[src/rtl/clock_alarm_core.sv]
// Timekeeping core: configurable tick, RUN/SET_TIME/SET_ALARM mode machine,
// alarm with ring timeout and snooze, BCD digit outputs for 12/24 h display.

module btn_edge (
    input  logic clk,
    input  logic rst,
    input  logic btn,
    output logic press
);
    logic [2:0] sync_pipe;

    // two sync stages plus one history stage; the pulse is registered so a
    // press sampled at edge N reaches the core registers at edge N+3
    always_ff @(posedge clk or posedge rst) begin
        if (rst) begin
            sync_pipe <= '0;
            press     <= 1'b0;
        end else begin
            sync_pipe <= {sync_pipe[1:0], btn};
            press     <= sync_pipe[1] & ~sync_pipe[2];
        end
    end
endmodule

module clock_alarm_core #(
    parameter int TIC_MAX       = 50_000_000,
    parameter int ALARM_LEN_S   = 60,
    parameter int SNOOZE_MIN    = 5,
    parameter int ALARM_RST_HR  = 7,
    parameter int ALARM_RST_MIN = 0
) (
    input  logic       clk,
    input  logic       rst,
    input  logic       set,
    input  logic       hora,
    input  logic       min,
    input  logic       snooze,
    input  logic       mode,
    input  logic       alarm_en,
    output logic [3:0] sec_u,
    output logic [3:0] sec_d,
    output logic [3:0] min_u,
    output logic [3:0] min_d,
    output logic [3:0] hr_u,
    output logic [3:0] hr_d,
    output logic       pm,
    output logic [1:0] state_o,
    output logic       buzz
);
    localparam int TW = (TIC_MAX > 1) ? $clog2(TIC_MAX) : 1;

    typedef enum logic [1:0] {RUN = 2'b00, SET_TIME = 2'b01, SET_ALARM = 2'b10} state_t;

    logic [3:0] btn_raw, btn_press;
    assign btn_raw = {snooze, min, hora, set};

    generate
        for (genvar i = 0; i < 4; i++) begin : g_btn
            btn_edge u_btn (.clk(clk), .rst(rst), .btn(btn_raw[i]), .press(btn_press[i]));
        end
    endgenerate

    logic p_set, p_hr, p_min, p_snz;
    assign {p_snz, p_min, p_hr, p_set} = btn_press;

    state_t      state;
    logic [TW-1:0] tic;
    logic [5:0]  sec, minute, al_min, snz_cnt;
    logic [4:0]  hour, al_hr;
    logic [7:0]  ring;

    logic       tick, running, sec_wrap, alarm_hit;
    logic [5:0] nxt_min;
    logic [4:0] nxt_hr;

    assign tick      = (tic == TW'(TIC_MAX - 1));
    assign running   = (state != SET_TIME);
    assign sec_wrap  = running && tick && (sec == 6'd59);
    assign nxt_min   = (minute == 6'd59) ? 6'd0 : minute + 6'd1;
    assign nxt_hr    = (minute != 6'd59) ? hour : (hour == 5'd23) ? 5'd0 : hour + 5'd1;
    assign alarm_hit = sec_wrap && alarm_en && (nxt_min == al_min) && (nxt_hr == al_hr);

    always_ff @(posedge clk or posedge rst) begin
        if (rst) begin
            state   <= RUN;
            tic     <= '0;
            sec     <= '0;
            minute  <= '0;
            hour    <= '0;
            al_hr   <= 5'(ALARM_RST_HR);
            al_min  <= 6'(ALARM_RST_MIN);
            ring    <= '0;
            snz_cnt <= '0;
            buzz    <= 1'b0;
        end else begin
            if (!running)  tic <= '0;
            else if (tick) tic <= '0;
            else           tic <= tic + TW'(1);

            if (running && tick) begin
                sec <= (sec == 6'd59) ? 6'd0 : sec + 6'd1;
                if (sec == 6'd59) begin
                    minute <= nxt_min;
                    hour   <= nxt_hr;
                end
            end

            if (buzz && tick) begin
                if (ring <= 8'd1) begin
                    buzz <= 1'b0;
                    ring <= '0;
                end else begin
                    ring <= ring - 8'd1;
                end
            end

            // snooze counts minute rollovers; expiry starts a fresh ring
            if (sec_wrap && snz_cnt != 6'd0) begin
                snz_cnt <= snz_cnt - 6'd1;
                if (snz_cnt == 6'd1) begin
                    buzz <= 1'b1;
                    ring <= 8'(ALARM_LEN_S);
                end
            end

            if (alarm_hit) begin
                buzz <= 1'b1;
                ring <= 8'(ALARM_LEN_S);
            end

            if (p_snz && buzz) begin
                buzz    <= 1'b0;
                snz_cnt <= 6'(SNOOZE_MIN);
            end

            if (!alarm_en) begin
                buzz    <= 1'b0;
                snz_cnt <= '0;
            end

            if (p_set) begin
                case (state)
                    RUN: begin
                        state   <= SET_TIME;
                        sec     <= '0;
                        tic     <= '0;
                        buzz    <= 1'b0;
                        snz_cnt <= '0;
                        ring    <= '0;
                    end
                    SET_TIME:  state <= SET_ALARM;
                    default:   state <= RUN;
                endcase
            end else if (state == SET_TIME) begin
                if (p_hr)  hour   <= (hour == 5'd23)   ? 5'd0 : hour + 5'd1;
                if (p_min) minute <= (minute == 6'd59) ? 6'd0 : minute + 6'd1;
            end else if (state == SET_ALARM) begin
                if (p_hr)  al_hr  <= (al_hr == 5'd23)  ? 5'd0 : al_hr + 5'd1;
                if (p_min) al_min <= (al_min == 6'd59) ? 6'd0 : al_min + 6'd1;
            end
        end
    end

    assign state_o = state;

    function automatic logic [7:0] to_bcd(input logic [5:0] v);
        logic [3:0] t, u;
        if      (v >= 6'd50) begin t = 4'd5; u = 4'(v - 6'd50); end
        else if (v >= 6'd40) begin t = 4'd4; u = 4'(v - 6'd40); end
        else if (v >= 6'd30) begin t = 4'd3; u = 4'(v - 6'd30); end
        else if (v >= 6'd20) begin t = 4'd2; u = 4'(v - 6'd20); end
        else if (v >= 6'd10) begin t = 4'd1; u = 4'(v - 6'd10); end
        else                 begin t = 4'd0; u = v[3:0]; end
        return {t, u};
    endfunction

    logic [4:0] disp_hr, hr_show;
    logic [5:0] disp_min, disp_sec;

    always_comb begin
        disp_hr  = (state == SET_ALARM) ? al_hr  : hour;
        disp_min = (state == SET_ALARM) ? al_min : minute;
        disp_sec = (state == SET_ALARM) ? 6'd0   : sec;
        hr_show  = disp_hr;
        pm       = 1'b0;
        if (!mode) begin
            if (disp_hr == 5'd0) begin
                hr_show = 5'd12;
            end else if (disp_hr >= 5'd12) begin
                pm = 1'b1;
                if (disp_hr > 5'd12) hr_show = disp_hr - 5'd12;
            end
        end
    end

    assign {sec_d, sec_u} = to_bcd(disp_sec);
    assign {min_d, min_u} = to_bcd(disp_min);
    assign {hr_d,  hr_u}  = to_bcd({1'b0, hr_show});
endmodule

[config.mk]
export PLATFORM = sky130hd
export DESIGN_NAME = clock_alarm_core
export DESIGN_NICKNAME = d
export VERILOG_FILES = /design/src/rtl/clock_alarm_core.sv
export SDC_FILE = /design/constraint.sdc
export NUM_CORES = 1
export LEC_CHECK = 0
export BUFFER_PORTS_ARGS = -buffer_cell sky130_fd_sc_hd__buf_4
export CORE_ASPECT_RATIO = 0.7
export CORE_MARGIN = 2
export CORE_UTILIZATION = 60
export DETAILED_ROUTE_END_ITERATION = 10
export PLACE_DENSITY = 0.79
export SLEW_MARGIN = 30
export SYNTH_ARGS = -nofsm -noshare
export SYNTH_HDL_FRONTEND = slang
export SYNTH_HIERARCHICAL = 1
export SYNTH_SLANG_ARGS = --single-unit
[constraint.sdc]
create_clock -name clk -period 7.8 [get_ports clk]
set_clock_uncertainty 0.05 [all_clocks]
set_input_delay 0.39 -clock clk [delete_from_list [all_inputs] [get_ports clk]]
set_output_delay 0.39 -clock clk [all_outputs]
set_load 0.005 [all_outputs]
== Word-level counts from Yosys, hierarchy flattened ==
Cells that the tools add are included.

* Register bits: 87
* Input bits: 8
* Output and inout port bits: 28
* Word-level logic and storage cells: 181

* $add $sub $neg: 24
* $lt $le $gt $ge: 18
* Equality and inequality tests: 13
* Mux-type cells: 85
* Bitwise logic cells: 10
* Reductions and logical operators: 13

{| class="wikitable"
|+ Operator list
! cell !! number
|-
| $mux 6 || 18
|-
| $mux 26 || 4
|-
| $mux 5 || 13
|-
| $mux 4 || 15
|-
| $mux 8 || 7
|-
| $sub 4x4->4 const B || 9
|-
| $add 26x1->26 const B || 1
|-
| $eq 26x26->1 const B || 1
|-
| $ge 6x5->1 const B || 4
|-
| $ge 6x6->1 const B || 4
|-
| $add 6x1->6 const B || 3
|-
| $eq 6x6->1 const B || 3
|-
| $mux 3 || 6
|-
| $mux 1 || 15
|-
| $ge 5x6->1 const B || 2
|-
| $ge 6x4->1 const B || 2
|-
| $mux 2 || 6
|-
| $sub 4x2->4 const B || 3
|-
| $sub 4x3->4 const B || 3
|-
| $add 5x1->5 const B || 2
|-
| $eq 5x5->1 const B || 2
|-
| $ge 5x4->1 const B || 2
|-
| $ge 5x5->1 const B || 2
|-
| $le 8x1->1 const B || 1
|-
| 19 further kinds || 35
|}

== Depth between registers and ports, before layout ==
* Depth after elaboration: 13
* Mapped depth: 17
* Depth with buffers taken out: 15

== Cells and area by module ==
The synthesis kept the hierarchy.

{| class="wikitable"
|+ By module, submodules not included
! module !! times used !! cells an instance !! area an instance (um^2) !! sequential area each (um^2)
|-
| clock_alarm_core || 1 || 656 || 5516.5 || 1780.5
|-
| btn_edge || 4 || 6 || 117.6 || 100.1
|}

== Worst setup path before layout ==
No wires, ideal clock.

* Kind: reg-to-output
* From: register state[0] (netlist: state_o[0])
* To: output port hr_u[3]
* Arrival: 3245 ps
* Required time: 7360 ps
* Slack: 4115 ps
* Stages on the path, launching flop included: 17
* Buffers on the path: 3
* Cells stage by stage: dfrtp_1 > buf_2 > nand2b_1 > buf_2 > buf_2 > a21oi_1 > ha_1 > nor4b_1 > mux2i_1 > o21a_1 > o22ai_1 > nor3_4 > ha_1 > nand2_1 > o221ai_1 > and4_1 > or3_1

* Longest elaborated chain between the ends: 13
* Elaborated cells between the ends (all ways): 25
* Those cells by class: add/sub (6); order compare (7); eq/ne (1); mux (10); reduce/logical (1)

{| class="wikitable"
|+ Ends and longest elaborated chain
! what !! RTL line !! source
|-
| start, declared || 66 || <nowiki>state_t state;</nowiki>
|-
| start signal, assigned || 85 || <nowiki>state <= RUN;</nowiki>
|-
| start signal, assigned || 144 || <nowiki>state <= SET_TIME;</nowiki>
|-
| start signal, assigned || 151 || <nowiki>SET_TIME: state <= SET_ALARM;</nowiki>
|-
| $eq 2x2->1 * || 181 || <nowiki>disp_hr = (state == SET_ALARM) ? al_hr : hour;</nowiki>
|-
| $mux 5 * || 181 ||
|-
| $sub 5x4->5 / $gt 5x4->1 (equally long branches) || 191 || <nowiki>if (disp_hr > 5'd12) hr_show = disp_hr - 5'd12;</nowiki>
|-
| $mux 5 || 191 ||
|-
| $mux 5 || 189 || <nowiki>end else if (disp_hr >= 5'd12) begin</nowiki>
|-
| $mux 5 || 187 || <nowiki>if (disp_hr == 5'd0) begin</nowiki>
|-
| $mux 5 * || 186 || <nowiki>if (!mode) begin</nowiki>
|-
| $sub 4x4->4 / $ge 5x4->1 (equally long branches) || 172 || <nowiki>else if (v >= 6'd10) begin t = 4'd1; u = 4'(v - 6'd10); end</nowiki>
|-
| $mux 4 || 172 ||
|-
| $mux 4 || 171 || <nowiki>else if (v >= 6'd20) begin t = 4'd2; u = 4'(v - 6'd20); end</nowiki>
|-
| $mux 4 || 170 || <nowiki>else if (v >= 6'd30) begin t = 4'd3; u = 4'(v - 6'd30); end</nowiki>
|-
| $mux 4 || 169 || <nowiki>else if (v >= 6'd40) begin t = 4'd4; u = 4'(v - 6'd40); end</nowiki>
|-
| $mux 4 * || 168 || <nowiki>if (v >= 6'd50) begin t = 4'd5; u = 4'(v - 6'd50); end</nowiki>
|-
| end, declared || 44 || <nowiki>output logic [3:0] hr_u,</nowiki>
|}

Mark *: on every way between the ends. The rest lies on a longest branch, timed or not.

== Final worst setup path ==
Same ends and word-level chain as after synthesis.

==> metrics.cfg <==
[outcome]
status = complete, no violations

[worst_hold_path]
hp-class = in2reg
holdPathStages = 1
min_from = min
min_to = g_btn[2].u_btn/sync_pipe[0]

[setup_path]
reg2reg_from = minute[0]
path_delay_family = simple AND/OR/NAND/NOR gates
cp.arrival_ps = 4270
startpoint = state_o[0]
worstPathRequired_ps = 7360
regToRegSetupSlack_ps = 4770
cp-end-kind = output pin
critPathLaunchType = flop
rr_endpoint = ring[3]
path_common_cell = ha_1
criticalPathCategory = reg2out
reg2reg_depth = 8
cp_max_fo = 15
max_stage_delay_ps = 550
slowest_stage = dfrtp_1
path_buf_inv = 1
crit_chain = nand2b_1 > nor2_1 > a21oi_1 > ha_1 > nor4b_1 > mux2i_1 > o21a_1 > o22ai_1 > nor3_4 > ha_1 > nand2_1 > o221ai_1 > and4_1 > or3_1 > buf_4

[timing]
tns_ps = 0
worst_pin_slew_ps = 755
hold_violations = 0
slew_viol_final = 0
maxSlewHeadroom_pct = 48.3
rsz0062_at_grt = no
fmax_mhz = 212
layout_min_cycle_time_ps = 4710
period_share_pct = 60.4
finalSetupViolCount = 0

[cts]
clock_latency_ps = 340
clock-root-buffer = clkbuf_16
clkSlewWorstSetupHoldPaths_ps = 60
cts.sinks = 87
cts_buffer_depth = 2
tritoncts = done
cts_resized = 0
cts_buffers = 9
htreeDepth = 3

[final_layout]
area_growth_pct = 9.93
layout_common_cells = 84 x dfrtp_1, 72 x nor2_1, 56 x nand2_1
nets = 735
diodes = 0
nFillCells = 776
drive_gt1_share_pct = 10.3
final_common_cell = dfrtp_1

[routing]
drt_iter0_drc = 457
dr_total_vias = 5074
wirelength_um = 13400
via_per_inst = 6.14
wl_per_cell_um = 16.2
met3_wirelength_um = 862
ant_nets = 0
met1_length_um = 6350
dr.pass1.iters = 5
wl_met2_um = 6020
top_layer = met4
route.detailed.drc = 0

[grt]
overflow = 0
grt_pass1_vias = 4688
grt_max_degree = 72
grt_util_all_layers_pct = 26.3
antenna_found_initial = 0
grt_first_pass_wirelength_um = 22700

[power]
p_per_area_nw_per_um2 = 243
p_seq_share_pct = 37.0
p_switching_uw = 578
comb_power_share_pct = 34.8
power_frac_clock_pct = 28.2
switching_share_pct = 36.1
internal_power_mw = 1.02
vdd_ir_drop_max_mv = 0.256
finalPower_mw = 1.60
p_leak_nw = 3.00

[yosys]
syn_avg_cell_area_um2 = 8.80
synth-seq-cells = 87
synth_top_area_cell = dfrtp_1
synth_cells = 680
synth_edf_count = 0
synthFlopType = dfrtp_1
ys_seq_area_share_pct = 36.4
yosysWarnings = 6
ys_async_sr_fraction_pct = 100
ys_types = 76
yosys-top-cells-area = dfrtp_1 35%, ha_1 6.9%, nor2_1 4.5%
synth_top_area_share_pct = 35.1
syn_area_um2 = 5990

[die]
die_y_um = 87.6
rows = 30
dieArea_um2 = 10800
coreArea_um2 = 9680
fp.dieW_um = 123
start_util_pct = 61.8
io_pins = 36

[placement]
io_buffers = 31
gp_congestion = 0.908
hpwl_um = 9480

[run]
drv_cap = 0

-- area by class of cell --
| type | count | area (um2) | share of cell area (%) |
|---|---|---|---|
| Multi-Input combinational cell | 523 | 3510 | 53.3 |
| Sequential cell | 87 | 2180 | 33.1 |
| Timing Repair Buffer | 36 | 277 | 4.20 |
| Clock buffer | 11 | 233 | 3.54 |
| Tap cell | 128 | 160 | 2.43 |
| Inverter | 37 | 139 | 2.11 |
| Clock inverter | 5 | 82.6 | 1.25 |
-- Yosys cell counts (14+ instances only) --
cell type  instances
a21oi_1           32
clkbuf_1          17
dfrtp_1           84
ha_1              33
inv_1             37
mux2i_1           21
nand2_1           56
nand3_1           28
nand4_1           14
nor2_1            72
nor3_1            14
o21ai_0           38
xnor2_1           23
xor2_1            25
-- sequential cells by signal (all words and copies together), names as in the netlist --
register and flops:
tic 26, g_btn.u_btn/sync_pipe 12, ring 8, al_min 6, minute 6, sec 6, snz_cnt 6, al_hr 5
hour 5, g_btn.u_btn/press 4, state_o 2, buzz 1
-- power groups by stage --
| stage | clock (mW) | combinational (mW) | sequential [mW] |
|---|---|---|---|
| after floorplan | 0 | 0.439 | 0.540 |
| after global placement | 0 | 0.519 | 0.593 |
| after detailed placement | 0 | 0.545 | 0.596 |
| after CTS | 0.462 | 0.550 | 0.589 |
| after global routing | 0.483 | 0.620 | 0.603 |
| final | 0.452 | 0.557 | 0.592 |
-- worst reg2reg max path, delay by kind of cell (launching register included) --
kind,cells,cell delay [ps]
mux,2,350
flops,1,480
simple gates,3,1250
fa+ha+maj,1,410
compound gates,2,430
-- layer usage --
metal | vias up | GRT usage, %
met5 | - | 0
met4 | 0 | 6.61
met3 | 21 | 5.21
met2 | 190 | 39.9
met1 | 2429 | 38.8
li1 | 2434 | -
-- stage by stage --
| stage | hold WS, ps | setup slack, ps | std cells | area [um2] | utilization (%) |
|---|---|---|---|---|---|
| floorplan | 106 | 4120 | 683 | 6000 | - |
| global placement | 261 | 3920 | 810 | 6250 | 64.6 |
| detailed placement | 264 | 3640 | 810 | 6250 | 64.6 |
| CTS | 98.7 | 3180 | 827 | 6580 | 67.9 |
| global route | 93.7 | 2720 | 827 | 6580 | 68.0 |
| finish | 111 | 3090 | 827 | 6580 | 68.0 |
-- how the worst max path moves through the flow --
stage	slack (ps)	cells past startpoint	end
5_1_grt	2720	15	hr_u[3]
3_3_place_gp	3920	15	hr_u[3]
3_5_place_dp	3640	15	hr_u[3]
2_1_floorplan	4120	16	hr_u[3]
4_1_cts	3180	15	hr_u[3]
6_report	3090	15	hr_u[3]
-- kinds of logic (layout without fill, tap and decap cells) --
kind of cell,Yosys count,after routing,share of synthesized area (%)
flops,87,87,36.4
buf+inv,73,89,5.14
xor+xnor,48,48,7.02
compound gates,141,141,15.5
fa+ha+maj,33,33,6.90
mux,27,27,4.64
other cells,1,4,0.0626
simple gates,270,270,24.3
-- timing repair --
| item | in CTS | in global routing |
|---|---|---|
| endpoints found under the hold margin | 16 | 0 |
| hold buffers | 1 | 0 |
| setup buffers | 0 | 0 |
No activity file was read; power rests on OpenSTA's default activity.
